$ cat src/rtl/hazard_stall_unit.sv
// Pipeline hazard controller.
// Detects load-use hazards between the instruction in ID/EX and the one in IF/ID.
// On a hazard it holds the PC and IF/ID and inserts bubbles into ID/EX.
// A taken branch resolved in MEM flushes the three younger stages and takes
// priority over any stall.
// Saturating counters record stall cycles and branch-flush events.
module hazard_stall_unit #(
   parameter int LOAD_STALL_CYCLES = 1,
   parameter int CNT_W             = 16
) (
   input  logic             clk,
   input  logic             rst,
   input  logic [4:0]       ID_RegRs,
   input  logic [4:0]       ID_RegRt,
   input  logic             ID_UsesRt,
   input  logic             EX_MemRead,
   input  logic [4:0]       EX_WriteReg,
   input  logic             MEM_PCSrc,
   output logic             PCWrite,
   output logic             IF_ID_Write,
   output logic             IF_ID_Flush,
   output logic             ID_EX_Flush,
   output logic             EX_MEM_Flush,
   output logic             Stalling,
   output logic [CNT_W-1:0] StallCount,
   output logic [CNT_W-1:0] FlushCount
);

   typedef enum logic {RUN, LDSTALL} state_t;

   // Bubbles still owed after the detecting cycle, loaded on entry to LDSTALL
   localparam logic [2:0] STALL_RELOAD = 3'(LOAD_STALL_CYCLES - 1);

   state_t     state;
   logic [2:0] cnt;
   logic       hazard;

   // Register $0 is hard-wired to zero, so a write to it can never feed a later read
   assign hazard = EX_MemRead && (EX_WriteReg != 5'd0) &&
                   ((EX_WriteReg == ID_RegRs) ||
                    (ID_UsesRt && (EX_WriteReg == ID_RegRt)));

   assign Stalling = (state == LDSTALL);

   // Pipeline controls: a taken branch overrides stalls, and the hazard input is ignored while in LDSTALL
   always_comb begin
      PCWrite      = 1'b1;
      IF_ID_Write  = 1'b1;
      IF_ID_Flush  = 1'b0;
      ID_EX_Flush  = 1'b0;
      EX_MEM_Flush = 1'b0;
      if (MEM_PCSrc) begin
         IF_ID_Flush  = 1'b1;
         ID_EX_Flush  = 1'b1;
         EX_MEM_Flush = 1'b1;
      end else if ((state == LDSTALL) || hazard) begin
         PCWrite     = 1'b0;
         IF_ID_Write = 1'b0;
         ID_EX_Flush = 1'b1;
      end
   end

   // Stall sequencer: the detecting cycle is the first bubble, and LDSTALL counts down the remaining bubbles
   always_ff @(posedge clk or posedge rst) begin
      if (rst) begin
         state <= RUN;
         cnt   <= 3'd0;
      end else begin
         case (state)
            RUN: begin
               if (!MEM_PCSrc && hazard && (LOAD_STALL_CYCLES > 1)) begin
                  state <= LDSTALL;
                  cnt   <= STALL_RELOAD;
               end
            end
            LDSTALL: begin
               if (MEM_PCSrc) begin
                  state <= RUN;
                  cnt   <= 3'd0;
               end else begin
                  cnt <= cnt - 3'd1;
                  if (cnt == 3'd1) begin
                     state <= RUN;
                  end
               end
            end
            default: begin
               state <= RUN;
               cnt   <= 3'd0;
            end
         endcase
      end
   end

   // Event counters stop at all-ones so that a long run cannot wrap back to a small value
   always_ff @(posedge clk or posedge rst) begin
      if (rst) begin
         StallCount <= '0;
         FlushCount <= '0;
      end else begin
         if (!PCWrite && (StallCount != '1)) begin
            StallCount <= StallCount + CNT_W'(1);
         end
         if (MEM_PCSrc && (FlushCount != '1)) begin
            FlushCount <= FlushCount + CNT_W'(1);
         end
      end
   end

endmodule

$ cat config.mk
export PLATFORM = sky130hd
export DESIGN_NAME = hazard_stall_unit
export DESIGN_NICKNAME = d
export VERILOG_FILES = /design/src/rtl/hazard_stall_unit.sv
export SDC_FILE = /design/constraint.sdc
export NUM_CORES = 1
export LEC_CHECK = 0
export CAP_MARGIN = 20
export CORE_ASPECT_RATIO = 0.8
export CORE_MARGIN = 2
export CORE_UTILIZATION = 50
export DETAILED_ROUTE_END_ITERATION = 10
export PLACE_DENSITY = 0.84
export SKIP_CTS_REPAIR_TIMING = 1
export SYNTH_ARGS = -nofsm -noshare
export SYNTH_HDL_FRONTEND = slang
export SYNTH_SLANG_ARGS = --single-unit
$ cat constraint.sdc
create_clock -name clk -period 2.82 [get_ports clk]
set_input_delay 0.564 -clock clk [delete_from_list [all_inputs] [get_ports clk]]
set_output_delay 0.564 -clock clk [all_outputs]
set_load 0.01 [all_outputs]
==> flow_metrics.tcl, run 1 <==
set metrics [dict create \
    worstReg2RegStart "StallCount[0]$_DFFE_PP0P_" \
    syn_nets 210 \
    tns_ns 0 \
    p_leak_nw 1.17 \
    htreeDepth 2 \
    track_usage_pct 21.3 \
    async_reset_ff_share_pct 100 \
    vias 1587 \
    min_period_ns 2.81 \
    wl_per_cell_um 13.7 \
    numPortBuffers 57 \
    max_slew.worst_pin.slew_ns 0.561 \
    cts_tree "done" \
    crit_type "primary input to output pin" \
    ys_top_cells_by_area "dfrtp_1 (47%), xnor2_1 (10%), xor2_1 (7.3%), nand3_1 (3.4%), nand4_1 (2.9%)" \
    clockRootBuffer "clkbuf_8" \
    holdCritPathClass "register to register" \
    setup_viol 0 \
    fin_crit_sh_pct 99.8 \
    drc_errors 0 \
    dp_hpwl_um 3110 \
    clk_pin_slew_worst_paths_ns 0.08 \
    gp_congestion 0.780 \
    relSlewSlack_pct 62.6 \
    synthDistinctLibCells 38 \
    die-area_um2 4350 \
    grt_antenna_before_repair 0 \
    grt_max_degree 37 \
    fp.dieH_um 59.4 \
    skew_ns 0.00825 \
    ys_seq_area_share_pct 47.0 \
    grt_pass1_vias 1553 \
    postSynthAreaPerCell_um2 10.3 \
    diodes 0 \
    combPwrFrac_pct 27.3 \
    num-nets-final 279 \
    hold_viol_final 0 \
    outcome "completed" \
    end_kind "output pin" \
    drt_wl_total_um 4100 \
    seqPwrFrac_pct 47.5 \
    maxCapViolCount 0 \
    firstDrtPassIters 4 \
    fillCellCount 272 \
    ant_nets 0 \
    fmax_mhz 355 \
    rsz0062_at_grt "true" \
    synth_top_area_share_pct 47.0 \
    p_sw_w 0.000441 \
    grt_pass1_wl_um 6950 \
    cts_sinks 36 \
    synth_area_um2 1920 \
    insertion_delay_ns 0.29 \
    worstSetupStartpointType "primary input" \
    pwr-share-clk_pct 25.2 \
    cts_buffers 5 \
    grt_remaining_overflow 0 \
    reg2reg_depth 7 \
    yosys.area.top_type "dfrtp_1" \
    clockBufferDepth 2 \
    cp.required_ns 2.26 \
    synth-edff-count 0 \
    dpl_cell_area_um2 2580 \
    hold_start "FlushCount[3]$_DFFE_PP0P_" \
    final_max_slew_viol_count 0 \
    final_layout_size_suffix_gt1_share_pct 12.1 \
    reg2reg_to "StallCount[11]$_DFFE_PP0P_" \
    synth_cells 186 \
    whs_path_depth 1 \
    die_w_um 73.2 \
    reg2reg_slack_ns 0.69 \
    arrival_ns 2.25 \
    first_iter_violations 94 \
    holdPathEnd "FlushCount[3]$_DFFE_PP0P_" \
    io_pins 58 \
    ys_ff_latch 36 \
    ys_warn_count 0 \
    ys.flop_type "dfrtp_1" \
    areaGrowthSynthToFinish_pct 40.9 \
    coreArea_um2 3730 \
    start_util_pct 51.4 \
    final_area_um2 2700 \
    num_rows 20 \
    routed_via_density 5.29 \
    p_int_w 0.000993 \
    power_switching_share_pct 30.8 \
    yosysMostFrequentCell "dfrtp_1" \
    pwr_density_cell_nw_per_um2 531 \
    ir_worst_vdd_v 0.000235 \
    synth_common_cells "dfrtp_1 (36), xnor2_1 (22), xor2_1 (16), nand3_1 (13), nor2_1 (12)" \
    critPathMaxFanout 3 \
]
worst max path at each step:
stage / startpoint / endpoint / cells after the start / slack (ns)
global placement: EX_WriteReg[1] / PCWrite / 6 / -0.33
finish: EX_WriteReg[0] / ID_EX_Flush / 6 / 0.006
CTS: EX_WriteReg[1] / IF_ID_Write / 6 / -0.39
detailed placement: EX_WriteReg[1] / IF_ID_Write / 6 / -0.37
floorplan: EX_WriteReg[0] / PCWrite / 5 / 0.37
global route: EX_WriteReg[0] / ID_EX_Flush / 6 / -0.04
per-layer routing:
metal  vias up  share of wire (%)  track usage, %
met3         7                5.7            5.10
met1       753                 42            25.2
met4         0                1.6            8.99
li1        783                  -               -
met5         -                  0               0
met2        44                 50            37.1
metrics by stage:
stage                     instances  util, %  hold WS (ns)  setup slack [ns]  power (W)
after CTS                       300     71.6         0.499            -0.390    0.00145
after detailed placement        292     69.2         0.486            -0.370    0.00108
after floorplan                 186        -         0.479             0.367   0.000857
after global placement          292     69.2         0.477            -0.328    0.00107
after global routing            300     72.4         0.515           -0.0412    0.00152
final                           300     72.4         0.493           0.00620    0.00143
kinds of logic (layout without fill, tap and decap cells):
| family | count (synthesis) | after routing | share of synthesized area (%) |
|---|---|---|---|
| muxes | 3 | 3 | 1.70 |
| AOI/OAI and AO/OA | 18 | 18 | 6.53 |
| DFF | 36 | 36 | 47.0 |
| adders and majority gates | 4 | 4 | 2.61 |
| xor gates and xnor gates | 38 | 38 | 17.4 |
| and+or+nand+nor | 71 | 71 | 20.6 |
| buffers and inverters | 16 | 86 | 4.24 |
registers in the layout, indices dropped and copies added, names as in the netlist:
name        count
cnt             3
StallCount     16
Stalling        1
FlushCount     16
worst max-delay path, cell delays in order:
cell and delay (ns):
clkdlybuf4s50_1 0.42, or4_4 0.55, o21ai_4 0.19, a21oi_4 0.05, or3_4 0.33, clkbuf_2 0.13
placed cells by master (no fill, tap or decap), drive strengths merged, types with 6 or more instances in the layout:
cell	count
xnor2	22
clkbuf	6
xor2	16
nor3	7
dfrtp	36
nand3	13
o21ai	7
buf	11
nor2	12
clkdlybuf4s50	53
nand2	11
inv	10
nand4	10
final cells by class:
type | instances | area, um^2 | area share, %
multi-input cells | 134 | 965 | 35.7
clock buffers | 5 | 68.8 | 2.55
clock inverters | 3 | 18.8 | 0.695
well taps | 44 | 55.1 | 2.04
repair buffers | 68 | 656 | 24.3
inverters | 10 | 37.5 | 1.39
flip-flops and latches | 36 | 901 | 33.3
power groups by stage:
stage               sequential [W]  combinational [W]  clock [W]
floorplan                 0.000707           0.000149          0
global placement          0.000689           0.000383          0
detailed placement        0.000691           0.000392          0
CTS                       0.000682           0.000394   0.000372
global route              0.000692           0.000431   0.000395
finish                    0.000680           0.000391   0.000362
Power figures use the tool's default switching activity.
==> run 2, diff against run 1 <==
- CAP_MARGIN: 20 -> 10
==> results of run 2 <==
Same layout as run 1: the final DEF is identical, and so are final timing and power.
